## src/rtl/mem_port_arbiter_pkg.sv

```systemverilog
// -----------------------------------------------------------------------------
// mem_arb_pkg
// Shared types and helpers for the fetch/data memory port arbiter.
//   state_e  : transaction sequencer states
//   OWN_IF / OWN_DM : owner encoding (fetch = 0, data = 1)
//   to_word  : assemble two bytes (byte0 from a, byte1 from a+1) into a word
//   lane     : pick the word byte that belongs at address a or a+1
// -----------------------------------------------------------------------------
package mem_arb_pkg;

    typedef enum logic [1:0] {
        IDLE = 2'd0,
        ACC0 = 2'd1,
        ACC1 = 2'd2,
        CAP  = 2'd3
    } state_e;

    localparam logic OWN_IF = 1'b0;
    localparam logic OWN_DM = 1'b1;

    // byte0 was read from address a, byte1 from address a+1.
    function automatic logic [15:0] to_word(input logic [7:0] byte0,
                                            input logic [7:0] byte1,
                                            input logic       big_endian);
        return big_endian ? {byte0, byte1} : {byte1, byte0};
    endfunction

    // second = 0 selects the byte stored at a, second = 1 the byte at a+1.
    function automatic logic [7:0] lane(input logic [15:0] word,
                                        input logic        second,
                                        input logic        big_endian);
        return (second ^ big_endian) ? word[15:8] : word[7:0];
    endfunction

endpackage

```

## src/rtl/mem_port_arbiter_if.sv

```systemverilog
// -----------------------------------------------------------------------------
// mem_port_arbiter_if
// Requester-side bundle of the arbiter: the fetch port (if_*) and the
// load/store port (dm_*).
//   master : the control unit / datapath side (drives requests)
//   slave  : the arbiter side (returns read data and done pulses)
// -----------------------------------------------------------------------------
interface mem_port_arbiter_if;

    logic        if_req;
    logic [15:0] if_addr;
    logic [15:0] if_rdata;
    logic        if_done;

    logic        dm_req;
    logic        dm_we;
    logic [15:0] dm_addr;
    logic [15:0] dm_wdata;
    logic [15:0] dm_rdata;
    logic        dm_done;

    modport master (
        output if_req, if_addr, dm_req, dm_we, dm_addr, dm_wdata,
        input  if_rdata, if_done, dm_rdata, dm_done
    );

    modport slave (
        input  if_req, if_addr, dm_req, dm_we, dm_addr, dm_wdata,
        output if_rdata, if_done, dm_rdata, dm_done
    );

endinterface

```

## src/rtl/mem_port_arbiter_pick.sv

```systemverilog
// -----------------------------------------------------------------------------
// mem_arb_pick
// Combinational grant selection between the fetch and data requesters.
//   if_req_i / dm_req_i   : raw requests
//   if_mask_i / dm_mask_i : port is in its done cycle; its request is ignored
//   rr_last_i             : last granted port (only with MEM_ARB_RR_EN)
//   gnt_valid_o           : some unmasked request is present
//   gnt_owner_o           : winning port (OWN_IF / OWN_DM)
// Build option MEM_ARB_RR_EN: round-robin on a tie instead of data priority.
// -----------------------------------------------------------------------------
module mem_arb_pick
    import mem_arb_pkg::*;
(
    input  logic if_req_i,
    input  logic dm_req_i,
    input  logic if_mask_i,
    input  logic dm_mask_i,
`ifdef MEM_ARB_RR_EN
    input  logic rr_last_i,
`endif
    output logic gnt_valid_o,
    output logic gnt_owner_o
);

    logic if_ok;
    logic dm_ok;

    // NOTE: every output of a combinational block gets a value on every path,
    // otherwise synthesis infers a latch to hold the old value.
    always_comb begin
        if_ok       = if_req_i && !if_mask_i;
        dm_ok       = dm_req_i && !dm_mask_i;
        gnt_valid_o = if_ok || dm_ok;
`ifdef MEM_ARB_RR_EN
        // Owner codes are 0/1, so inverting the last owner names the other port.
        if (if_ok && dm_ok) gnt_owner_o = ~rr_last_i;
        else                gnt_owner_o = dm_ok ? OWN_DM : OWN_IF;
`else
        gnt_owner_o = dm_ok ? OWN_DM : OWN_IF;
`endif
    end

endmodule

```

## src/rtl/mem_port_arbiter.sv

```systemverilog
// -----------------------------------------------------------------------------
// mem_port_arbiter
// Shares one 8-bit synchronous byte RAM (1-cycle read latency) between the
// instruction-fetch and load/store requesters. Each 16-bit word is moved as
// two byte accesses (a, then a+1 with wrap) with per-port byte order, and the
// owner gets a one-cycle done pulse with the assembled word.
//   clk, rst_n       : clock, asynchronous active-low reset
//   req_if (slave)   : fetch and data request/response bundle
//   mem_en_o/mem_we_o/mem_addr_o/mem_wdata_o/mem_rdata_i : byte RAM port
//   busy_o           : transaction in flight (state != IDLE)
//   owner_o          : current or last granted port (0 fetch, 1 data)
// Build option MEM_ARB_RR_EN: round-robin arbitration on simultaneous requests.
// -----------------------------------------------------------------------------
module mem_port_arbiter
    import mem_arb_pkg::*;
#(
    parameter int ADDR_W        = 16,
    parameter bit IF_BIG_ENDIAN = 1'b1,
    parameter bit DM_BIG_ENDIAN = 1'b0
) (
    input  logic              clk,
    input  logic              rst_n,
    mem_port_arbiter_if.slave req_if,
    output logic              mem_en_o,
    output logic              mem_we_o,
    output logic [ADDR_W-1:0] mem_addr_o,
    output logic [7:0]        mem_wdata_o,
    input  logic [7:0]        mem_rdata_i,
    output logic              busy_o,
    output logic              owner_o
);

    state_e            state_q;
    logic              owner_q;
    logic [ADDR_W-1:0] addr_q;
    logic              we_q;
    logic [15:0]       wdata_q;
    logic [7:0]        byte0_q;
    logic              mem_en_q;
    logic              mem_we_q;
    logic [ADDR_W-1:0] mem_addr_q;
    logic [7:0]        mem_wdata_q;
    logic              busy_q;
    logic              if_done_q;
    logic              dm_done_q;
    logic [15:0]       if_rdata_q;
    logic [15:0]       dm_rdata_q;

    logic              gnt_valid;
    logic              gnt_owner;
    logic [ADDR_W-1:0] grant_addr_d;
    logic              grant_we_d;
    logic [15:0]       grant_wdata_d;
    logic [ADDR_W-1:0] addr_inc_d;
    logic              port_big_d;
    logic [15:0]       word_d;

`ifdef MEM_ARB_RR_EN
    logic rr_q;

    always_ff @(posedge clk or negedge rst_n) begin
        if (!rst_n)                             rr_q <= OWN_IF;
        else if (state_q == IDLE && gnt_valid)  rr_q <= gnt_owner;
    end
`endif

    // The port in its done cycle is masked so a request that has not dropped
    // yet cannot start a duplicate access.
    mem_arb_pick u_pick (
        .if_req_i    (req_if.if_req),
        .dm_req_i    (req_if.dm_req),
        .if_mask_i   (if_done_q),
        .dm_mask_i   (dm_done_q),
`ifdef MEM_ARB_RR_EN
        .rr_last_i   (rr_q),
`endif
        .gnt_valid_o (gnt_valid),
        .gnt_owner_o (gnt_owner)
    );

    always_comb begin
        grant_addr_d  = (gnt_owner == OWN_DM) ? req_if.dm_addr[ADDR_W-1:0]
                                              : req_if.if_addr[ADDR_W-1:0];
        // The fetch port never writes, whatever the data port is doing.
        grant_we_d    = (gnt_owner == OWN_DM) && req_if.dm_we;
        grant_wdata_d = (gnt_owner == OWN_DM) ? req_if.dm_wdata : 16'h0000;
        addr_inc_d    = addr_q + ADDR_W'(1);
        port_big_d    = (owner_q == OWN_DM) ? DM_BIG_ENDIAN : IF_BIG_ENDIAN;
        // In CAP, mem_rdata_i carries the byte read from a+1.
        word_d        = to_word(byte0_q, mem_rdata_i, port_big_d);
    end

    // NOTE: sequential state uses non-blocking assignments so every register
    // samples the pre-edge values, independent of statement order.
    always_ff @(posedge clk or negedge rst_n) begin
        if (!rst_n) begin
            state_q     <= IDLE;
            owner_q     <= OWN_IF;
            addr_q      <= '0;
            we_q        <= 1'b0;
            wdata_q     <= 16'h0000;
            byte0_q     <= 8'h00;
            mem_en_q    <= 1'b0;
            mem_we_q    <= 1'b0;
            mem_addr_q  <= '0;
            mem_wdata_q <= 8'h00;
            busy_q      <= 1'b0;
            if_done_q   <= 1'b0;
            dm_done_q   <= 1'b0;
            if_rdata_q  <= 16'h0000;
            dm_rdata_q  <= 16'h0000;
        end else begin
            if_done_q <= 1'b0;
            dm_done_q <= 1'b0;
            case (state_q)
                IDLE: begin
                    if (gnt_valid) begin
                        state_q     <= ACC0;
                        owner_q     <= gnt_owner;
                        addr_q      <= grant_addr_d;
                        we_q        <= grant_we_d;
                        wdata_q     <= grant_wdata_d;
                        mem_en_q    <= 1'b1;
                        mem_we_q    <= grant_we_d;
                        mem_addr_q  <= grant_addr_d;
                        mem_wdata_q <= lane(grant_wdata_d, 1'b0, DM_BIG_ENDIAN);
                        busy_q      <= 1'b1;
                    end
                end
                ACC0: begin
                    state_q     <= ACC1;
                    mem_addr_q  <= addr_inc_d;
                    mem_wdata_q <= lane(wdata_q, 1'b1, DM_BIG_ENDIAN);
                end
                ACC1: begin
                    state_q  <= CAP;
                    mem_en_q <= 1'b0;
                    mem_we_q <= 1'b0;
                    byte0_q  <= mem_rdata_i;
                end
                CAP: begin
                    state_q <= IDLE;
                    busy_q  <= 1'b0;
                    if (owner_q == OWN_IF) begin
                        if_rdata_q <= word_d;
                        if_done_q  <= 1'b1;
                    end else begin
                        if (!we_q) dm_rdata_q <= word_d;
                        dm_done_q <= 1'b1;
                    end
                end
                default: state_q <= IDLE;
            endcase
        end
    end

    assign mem_en_o        = mem_en_q;
    assign mem_we_o        = mem_we_q;
    assign mem_addr_o      = mem_addr_q;
    assign mem_wdata_o     = mem_wdata_q;
    assign busy_o          = busy_q;
    assign owner_o         = owner_q;
    assign req_if.if_rdata = if_rdata_q;
    assign req_if.if_done  = if_done_q;
    assign req_if.dm_rdata = dm_rdata_q;
    assign req_if.dm_done  = dm_done_q;

endmodule

```

## src/flat_wrapper.sv

```systemverilog
// flat-port wrapper written by rule: the top's interface ports become plain ports
module mem_port_arbiter_flat import mem_arb_pkg::*;
#(
    parameter int ADDR_W        = 16,
    parameter bit IF_BIG_ENDIAN = 1'b1,
    parameter bit DM_BIG_ENDIAN = 1'b0
)
  (clk, rst_n, mem_en_o, mem_we_o, mem_addr_o, mem_wdata_o, mem_rdata_i, busy_o, owner_o, req_if_if_req, req_if_if_addr, req_if_dm_req, req_if_dm_we, req_if_dm_addr, req_if_dm_wdata, req_if_if_rdata, req_if_if_done, req_if_dm_rdata, req_if_dm_done);
  mem_port_arbiter_if req_if_i ();
  input  logic clk;
  input  logic rst_n;
  output logic mem_en_o;
  output logic mem_we_o;
  output logic [ADDR_W-1:0] mem_addr_o;
  output logic [7:0] mem_wdata_o;
  input  logic [7:0] mem_rdata_i;
  output logic busy_o;
  output logic owner_o;
  input wire logic [$bits(req_if_i.if_req)-1:0] req_if_if_req;
  input wire logic [$bits(req_if_i.if_addr)-1:0] req_if_if_addr;
  input wire logic [$bits(req_if_i.dm_req)-1:0] req_if_dm_req;
  input wire logic [$bits(req_if_i.dm_we)-1:0] req_if_dm_we;
  input wire logic [$bits(req_if_i.dm_addr)-1:0] req_if_dm_addr;
  input wire logic [$bits(req_if_i.dm_wdata)-1:0] req_if_dm_wdata;
  output wire logic [$bits(req_if_i.if_rdata)-1:0] req_if_if_rdata;
  output wire logic [$bits(req_if_i.if_done)-1:0] req_if_if_done;
  output wire logic [$bits(req_if_i.dm_rdata)-1:0] req_if_dm_rdata;
  output wire logic [$bits(req_if_i.dm_done)-1:0] req_if_dm_done;
  assign req_if_i.if_req = req_if_if_req;
  assign req_if_i.if_addr = req_if_if_addr;
  assign req_if_i.dm_req = req_if_dm_req;
  assign req_if_i.dm_we = req_if_dm_we;
  assign req_if_i.dm_addr = req_if_dm_addr;
  assign req_if_i.dm_wdata = req_if_dm_wdata;
  assign req_if_if_rdata = req_if_i.if_rdata;
  assign req_if_if_done = req_if_i.if_done;
  assign req_if_dm_rdata = req_if_i.dm_rdata;
  assign req_if_dm_done = req_if_i.dm_done;
  mem_port_arbiter #(.ADDR_W(ADDR_W), .IF_BIG_ENDIAN(IF_BIG_ENDIAN), .DM_BIG_ENDIAN(DM_BIG_ENDIAN)) u_core (.clk(clk), .rst_n(rst_n), .req_if(req_if_i), .mem_en_o(mem_en_o), .mem_we_o(mem_we_o), .mem_addr_o(mem_addr_o), .mem_wdata_o(mem_wdata_o), .mem_rdata_i(mem_rdata_i), .busy_o(busy_o), .owner_o(owner_o));
endmodule
```

## config.mk

```make
export PLATFORM = sky130hd
export DESIGN_NAME = mem_port_arbiter_flat
export DESIGN_NICKNAME = d
export VERILOG_FILES = /design/src/rtl/mem_port_arbiter_pkg.sv /design/src/rtl/mem_port_arbiter_if.sv /design/src/rtl/mem_port_arbiter_pick.sv /design/src/rtl/mem_port_arbiter.sv /design/src/flat_wrapper.sv
export SDC_FILE = /design/constraint.sdc
export NUM_CORES = 1
export LEC_CHECK = 0
export ABC_AREA = 1
export BUFFER_PORTS_ARGS = -buffer_cell sky130_fd_sc_hd__buf_2
export CAP_MARGIN = 0
export CORE_ASPECT_RATIO = 0.9
export CORE_MARGIN = 2
export CORE_UTILIZATION = 30
export DETAILED_ROUTE_END_ITERATION = 10
export GPL_TIMING_DRIVEN = 0
export SKIP_LAST_GASP = 1
export SLEW_MARGIN = 20
export SYNTH_ARGS = -nofsm -noshare
export SYNTH_HDL_FRONTEND = slang
export SYNTH_SLANG_ARGS = --single-unit
```

## constraint.sdc

```tcl
create_clock -name clk -period 1.31 [get_ports clk]
set_input_delay 0.1965 -clock clk [delete_from_list [all_inputs] [get_ports clk]]
set_output_delay 0.1965 -clock clk [all_outputs]
set_load 0.01 [all_outputs]
```

# After elaboration in Yosys (flattened, before gate mapping)
# Index checks and enable logic that the tools add are counted.
# word_totals
wordCells	57
romBits	0
latchBits	0
mem_count	0
register_bits	105
mem_bits_rw	0
# classes
n_bitwise	2
shift	0
muxes	19
n_mul	0
eq_ne	4
div_mod_pow	0
order_cmp	0
reduce_logical	16
n_addsub	1
# op_table
operator	count
$mux W16	4
$pmux W16 S2	1
$add A16 B1 Y16 const B	1
$pmux W8 S2	1
$reduce_and A2 Y1	5
$mux W8	1
$pmux W2 S4	1
$mux W1	7
$pmux W1 S2	3
$reduce_bool A2 Y1	3
$eq A2 B2 Y1 const B	2
$logic_and A1 B1 Y1	3
$reduce_and A3 Y1	1
$eq A2 B1 Y1 const B	1
$logic_not A1 Y1	2
$logic_not A2 Y1	1
$mux W2	1
$ne A2 B1 Y1 const B	1
$not A1 Y1	2
$logic_or A1 B1 Y1	1

# Longest topological paths before layout
# Gate-level depths: netlist (run 1).
# depth
depth_word	6
mapped_depth	10

# Hierarchy
# Synthesis (run 1) repeated with hierarchy kept, for this count alone.
# unflattened
cells_unflattened	571
area_unflattened_um2	4639.4
# modules_own_cells
module	area_per_inst_um2	cells_each	instances
mem_port_arbiter	4614.4	565	1
mem_arb_pick	25.0	6	1

# Least setup slack after synthesis (run 1)
# Ideal clock, no wire load.
# synth_timing
kind	flip-flop to flip-flop
startpoint	register u_core.state_q[0]
endpoint	register u_core.mem_addr_q[12] (netlist: u_core.mem_addr_o[12])
setup_ns	0.116
period_less_slack_ns	1.445
stages_incl_launch_ff	11
arrival_ns	1.329
path_slack_ns	-0.135
path_cell_list	dfrtp_1 > inv_1 > ha_1 > inv_1 > nand2_1 > nand2_4 > inv_2 > buf_6 > nor2_1 > nand2_1 > nand2_1
# synth_via
elab_chain_cells	3
word_cells_on_any_way	6
classes_between	eq/ne (2); mux (1); reduce/logical (3)
# synth_rtl
element	line_no	rtl
from (decl)	mem_port_arbiter.sv:33	state_e state_q;
from (signal assigned)	mem_port_arbiter.sv:97	state_q <= IDLE;
from (signal assigned)	mem_port_arbiter.sv:118	state_q <= ACC0;
from (signal assigned)	mem_port_arbiter.sv:131	state_q <= ACC1;
$eq A2 B1 Y1 / $logic_not A2 Y1 (equally long branches)	mem_port_arbiter.sv:115	case (state_q)
$reduce_bool A2 Y1 (no source line) / $ne A2 B1 Y1 (equally long branches)	-	
$reduce_and A2 Y1 (no source line)	-	
to (signal assigned)	mem_port_arbiter.sv:125	mem_addr_q <= grant_addr_d;
to (signal assigned)	mem_port_arbiter.sv:132	mem_addr_q <= addr_inc_d;
to (decl)	mem_port_arbiter.sv:41	logic [ADDR_W-1:0] mem_addr_q;
# Several ways; a longest one is shown, not always the timed one.
# A chain may end at the register's enable or synchronous reset.

# Worst setup path after layout (run 1)
# layout_timing
startpoint	register u_core.state_q[0]
endpoint	register u_core.mem_addr_q[14] (netlist: u_core.mem_addr_o[14])
# The elaborated chain is that of the path after synthesis.

==> results.md, run 1 <==
- Root Driver: clkbuf_16
- Largest net degree at the start of global routing: 56
- Post-synthesis cell type count: 26
- Wire per inst: 14.51 um
- DRT Wirelength: 13890 um
- Syn Inst Count: 587
- Setup Viol. Count Final: 70
- Fillers: 1543
- Core footprint: 15330 sq um
- Violated checks: negative setup slack
- Vias: 4409
- Largest cells by area after synthesis: dfrtp_1 (52%), nand2_1 (19%), nor2_1 (5.2%)
- Hold worst-path end: u_core.wdata_q[12]
- Maxcap violations: 0
- Cell Count, Final, Fillers Out: 957
- Pre-Repair DR Iteration Count: 4
- Post-synthesis sequential area ratio: 51.83%
- Final WS setup: -0.09537 ns
- Clock Latency Late Sink: 0.35 ns
- CTS H-tree lvls: 3
- Num ports: 123
- Die Ht: 122.5 um
- CP arrival: between 1.5 and 2 ns
- Pleak: approximately 0.0033 uW
- Peak supply drop: 746.0 uV
- Post-synth top area cell: dfrtp_1
- Pre-CTS setup slack: -0.3202 ns
- Fin. max-slew vios: 0
- Avg Cell Area, Syn: 7.978 sq um
- Die boundary width: 135.7 um
- Drt via density: roughly 4.6
- Placed Area: about 5600 sq um
- HPWL after DPL: roughly 9500 um
- Clock slew at reported path FFs: 0.07 ns
- TritonCTS clock tree: done
- Power per cell area: approximately 2600 nW/um^2
- Clock Sinks: 97
- Crit path launch type: flop
- Dpl cells: approximately 910
- Critical path type: flop to flop
- Worst Tran Pin Value: 0.4516 ns
- Post-Syn Nets: between 600 and 700
- Fmax: 711.6 MHz
- FF+latch count, synth: 97
- Vias in the first global route: 4277
- Hold Vio Cnt, Final: 0
- Hold Path Class: primary input to flop
- Synth-to-layout area growth: 41.70%
- Final nets: 817
- Antenna violations before repair: 0
- Slew headroom: 69.89%
- Routed Antenna Nets: 0
- Worst Path Max Fanout: 5
- Total congestion overflow: 0
- Status: finished with violations
- Overall Global Routing Usage: 17.10%
- CP required: 1.60 ns
- Share of post-route cells with drive strength above 1: about two fifths
- Hold path startpoint: req_if_dm_wdata[12]
- Area of the mapped netlist: approximately 4700 sq um
- Critical Path Sink Type: flop
- Crit Reg-Reg Startpoint: u_core.state_q[0]
- DRC viols: 0
- Antenna Cells: 0
- Die area: 16630 sq um
- Initial drt markers: 234
- R2r setup slk: -0.1 ns
- Final Power: 17430 uW
- RSZ-0062 raised after global routing: yes
- Worst reg2reg path endpoint: u_core.mem_addr_o[14]
- Post-synth top area share: 51.83%
- Max Root-Sink Buffers: 2
- Final Skew: 0.006655 ns
- Finished Cell Area: 6636 sq um
- Gpl congestion: a little over 0.8
- WHS Path Cells: 3
- Starting density of the core: 30.54%
- Period utilisation layout: 107.3%
- First-pass GRT wire length: 21980 um
- PortBufs: between 100 and 150
- Yosys warns: 0
- TritonCTS buffer count: 9
- R2R depth: 9
- Layout Utilization: 43.28%
- Clock period minus worst slack: 1.405 ns
- Std cell rows: 43
worst max-delay path, cell delays in order, from the launching register on:
cell      delay, ns
dfrtp_2        0.45
inv_2          0.10
ha_4           0.18
nand2_4        0.08
nand2_8        0.11
clkinv_8       0.08
buf_12         0.15
nor2_1         0.08
nand2_1        0.06
nand2_1        0.05
cell families (layout without fill, tap and decap cells):
family,count (synthesis),after routing,synth area share [%]
AO/OA/AOI/OAI,84,84,10.18
XOR/XNOR,4,4,0.7480
adder cells (fa/ha/maj),6,6,1.603
buffers and inverters,66,234,7.053
flip-flops,97,97,51.83
AND/OR/NAND/NOR,330,330,28.59
per-layer routing:
layer	up-vias	GRT usage (%)	routed length, um	share of wire [%]
li1	2207	-	-	-
met1	2094	22.99	6523	47
met2	93	27.46	6548	47
met3	15	3.346	592	4.3
met4	0	6.380	221	1.6
met5	-	0	0	0
state kept, by name, summed over array words and instances, names as in the netlist, 2 cells and up:
register,count
u_core.wdata_q,8
u_core.mem_wdata_o,8
u_core.addr_q,16
u_core.req_if.dm_rdata,16
u_core.byte0_q,8
u_core.state_q,2
u_core.mem_addr_o,16
u_core.req_if.if_rdata,16
through the flow:
stage	hold WS (ns)	setup TNS (ns)
after floorplan	-0.09909	0
after global placement	0.4009	-121.14
after detailed placement	0.1561	-14.74
after CTS	0.03511	-4.746
after global routing	0.04063	-9.814
final	0.04059	-3.747
synth_stat cells, drive strengths merged:
cell and instances:
nand2 235, a31oi 31, nand3 22, clkbuf 6, dfrtp 97, nor2 69
xor2 4, clkinv 2, a21oi 4, o21bai 1, o21ai 45, ha 6
inv 38, o22ai 3, nand3b 1, nand4 3, buf 20
power breakdown:
part	leakage, uW	internal [uW]	switching [uW]
sequential	0.00117	4460	1080
clock	0.000142	1380	1270
combinational	0.00197	4070	5160
total	0.00327	9920	7510
worst max-delay path by stage:
stage                     startpoint                    end
3_5_place_dp       u_core.state_q[1]   u_core.mem_addr_o[4]
6_report           u_core.state_q[0]  u_core.mem_addr_o[14]
4_1_cts            u_core.state_q[1]   u_core.mem_addr_o[2]
5_1_grt        u_core.req_if.dm_done  u_core.mem_addr_o[10]
2_1_floorplan      u_core.state_q[0]        u_core.mem_we_o
3_3_place_gp                   rst_n  u_core.mem_wdata_o[4]
cell type report:
class                           instances  area, sq um  share of cell area, %
Buffer                                 24        272.8                  4.110
Clock buffer                           10        239.0                  3.601
Clock inverter                          6        53.80                 0.8107
Inverter                               40        191.4                  2.885
Multi-Input combinational cell        424         2227                  33.56
Sequential cell                        97         2430                  36.61
Tap cell                              202        252.7                  3.808
Timing Repair Buffer                  154        969.7                  14.61
cells in the final DEF (no fill, tap or decap), drive strengths merged, types with 4 or more instances in the layout:
cell | synthesis | final
buf | 20 | 170
o21ai | 45 | 45
xor2 | 4 | 4
nand3 | 22 | 22
a31oi | 31 | 31
dfrtp | 97 | 97
inv | 38 | 41
nor2 | 69 | 69
nand2 | 235 | 235
clkbuf | 6 | 17
ha | 6 | 6
a21oi | 4 | 4
timing repair:
| action | 4_1_cts | 5_1_grt |
|---|---|---|
| gates resized for setup | 52 | 108 |
| endpoints found under the setup margin | 94 | 95 |
| hold buffers | 1 | 0 |
| pin swaps | 8 | 23 |
| setup buffers | 14 | 10 |
| hold endpoints to repair | 42 | 0 |
| cloned | 4 | 2 |
Power figures use the tool's default switching activity.
==> inputs of run 2 (changes only) <==
--- a/config.mk
+++ b/config.mk
@@ -13,6 +13,7 @@
 export CORE_UTILIZATION = 30
 export DETAILED_ROUTE_END_ITERATION = 10
 export GPL_TIMING_DRIVEN = 0
+export PLACE_DENSITY_LB_ADDON = 0.08
 export SKIP_LAST_GASP = 1
 export SLEW_MARGIN = 20
 export SYNTH_ARGS = -nofsm -noshare
==> results.md, run 2 (same netlist as run 1, synthesis figures left out) <==
- R2R depth: 9 (unchanged)
- Pre-Repair DR Iteration Count: 5 (+1)
- Num ports: 123 (unchanged)
- Slew headroom: 66.86% (-3.0 points)
- Synth-to-layout area growth: 51.14%
- Setup Viol. Count Final: 75 (+7.1%)
- Final WS setup: -0.1255 ns (-0.03012 ns)
- Hold path startpoint: req_if_dm_wdata[10]
- Hold worst-path end: u_core.wdata_q[10]
- Wire per inst: 15.99 um (+10%)
- Largest net degree at the start of global routing: 52 (-7.1%)
- Core footprint: 15330 sq um (unchanged)
- Maxcap violations: 0 (unchanged)
- CP max stage cell: dfrtp_2
- TritonCTS buffer count: 9 (unchanged)
- Fin. max-slew vios: 0 (unchanged)
- Clock Sinks: 97 (unchanged)
- Violated checks: negative setup slack
- HPWL after DPL: 10200 um (+7.1%)
- Routed Antenna Nets: 0 (unchanged)
- Clock period minus worst slack: 1.435 ns (+0.03012 ns)
- Root Driver: clkbuf_16
- Die boundary width: 135.7 um (unchanged)
- Overall Global Routing Usage: 18.81% (+1.7 points)
- Critical path type: flop to flop
- Most frequent cells in the layout: nand2_1 (189), buf_2 (121), dfrtp_1 (91)
- Clock Latency Late Sink: 0.36 ns (about the same)
- Total congestion overflow: 0 (unchanged)
- Buf/Inv on CP: 3 (unchanged)
- Hold Path Class: primary input to flop
- Crit path launch type: flop
- Worst reg2reg path endpoint: u_core.mem_addr_o[15]
- TritonCTS clock tree: done
- Drt via density: 4.690 (+1.8%)
- Critical Path Sink Type: flop
- Status: finished with violations
- CP required: 1.55 ns (-0.05 ns)
- Share of post-route cells with drive strength above 1: 42.11% (+4.0 points)
- Std cell rows: 43 (unchanged)
- CTS H-tree lvls: 3 (unchanged)
- Layout Utilization: 46.16% (+2.9 points)
- DRC viols: 0 (unchanged)
- Max Root-Sink Buffers: 2 (unchanged)
- Power per cell area: 2668 nW/um^2 (+1.6%)
- Die Ht: 122.5 um (unchanged)
- PortBufs: 122 (unchanged)
- Most used cell, CP: nand2_1
- Final Skew: 0.01496 ns (+0.008309 ns)
- Antenna violations before repair: 1 (+1)
- Crit Reg-Reg Startpoint: u_core.state_q[0]
- Vias: 4549 (+3.2%)
- Commonest non-fill, non-tap cell in the layout: nand2_1
- Fmax: 696.6 MHz (-2.1%)
- WHS Path Cells: 3 (unchanged)
- Crit. Startpoint: u_core.state_q[0]
- Vias in the first global route: 4394 (+2.7%)
- Gpl congestion: 0.8042 (-3.1%)
- CP arrival: 1.67 ns (-0.03 ns)
- Pleak: 0.003488 uW (+6.5%)
- Placed Area: 5622 sq um (unchanged)
- Final nets: 829 (+1.5%)
- Worst Path Max Fanout: 6 (+1)
- First-pass GRT wire length: 23740 um (+8.0%)
- Period utilisation layout: 109.6% (+2.3 points)
- Peak supply drop: 891.3 uV (+19%)
- Die area: 16630 sq um (unchanged)
- Family with the most delay on the worst path: flip-flops
- Hold Vio Cnt, Final: 0 (unchanged)
- Post-route setup TNS: -4.173 ns (-0.4263 ns)
- Crit-path cells: buf_4 -> ha_4 -> nand2_4 -> nand2_8 -> inv_8 -> buf_8 -> nor2_1 -> nand2_1 -> nand2_1
- Initial drt markers: 263 (+12%)
- DRT Wirelength: 15510 um (+12%)
- Starting density of the core: 30.54% (unchanged)
- Worst Tran Pin Value: 0.4971 ns (+0.04547 ns)
- RSZ-0062 raised after global routing: yes
- Clock slew at reported path FFs: 0.07 ns (about the same)
- Finished Cell Area: 7078 sq um (+6.7%)
- R2r setup slk: -0.13 ns (-0.03 ns)
- Worst path max stage delay: 0.43 ns (-0.02 ns)
run 2: cell count changes in the layout (fill, tap and decap cells not counted), sizes merged:
cell      change
inv           +1
buf          +12
clkinvlp      -1
diode         +1
run 2: cell type report:
cell class | count | area (sq um)
plain buffers | 23 | 286.5
repair inverters | 1 | 16.27
multi-input cells | 424 | 2357
clock buffers | 11 | 252.7
clock inverters | 5 | 45.04
inverters | 40 | 192.7
fillers | 1519 | 8255
diodes | 1 | 2.502
repair buffers | 166 | 1237
well taps | 202 | 252.7
flip-flops and latches | 97 | 2435
run 2: timing repair:
item | CTS | global route
pin swaps | 20 | 28
hold buffers | 1 | 0
hold endpoints to repair | 46 | 0
endpoints found under the setup margin | 95 | 95
buffers inserted | 28 | 3
resized for setup | 121 | 99
gates cloned | 10 | 2
run 2: tightest hold or removal path, delay by kind of cell:
family                 cells  cell delay (ns)
buffers and inverters      1             0.08
and+or+nand+nor            2             0.07
run 2: metrics by stage:
stage	total power (uW)	worst slack, ns	hold slack [ns]	std cells
2_1_floorplan	10010	0.0004799	-0.09909	587
3_3_place_gp	12600	-1.120	0.3978	911
3_5_place_dp	12760	-0.5096	0.1885	912
4_1_cts	18070	-0.1196	0.02564	964
5_1_grt	20250	-0.2167	0.02244	970
6_report	18880	-0.1255	0.02958	970
run 2: worst max-delay path by stage:
stage	depth (start not counted)	slack [ns]	end
2_1_floorplan	5	0.0005	u_core.mem_we_o
3_3_place_gp	1	-1.12	u_core.wdata_q[10]
3_5_place_dp	5	-0.51	u_core.byte0_q[6]
4_1_cts	10	-0.12	u_core.mem_addr_o[15]
5_1_grt	10	-0.22	u_core.mem_addr_o[15]
6_report	9	-0.13	u_core.mem_addr_o[15]
run 2: power by group:
group | internal (uW) | leakage [uW] | switching (uW)
combinational | 4910 | 0.00218 | 5690
clock | 1430 | 0.000145 | 1280
sequential | 4480 | 0.00116 | 1100
total | 10800 | 0.00349 | 8070
run 2: routing by layer:
| layer | up-vias | track usage [%] | share of wire [%] |
|---|---|---|---|
| li1 | 2234 | - | - |
| met1 | 2189 | 26.25 | 47 |
| met2 | 110 | 28.72 | 47 |
| met3 | 16 | 4.172 | 4.7 |
| met4 | 0 | 6.836 | 1.5 |
| met5 | - | 0 | 0 |
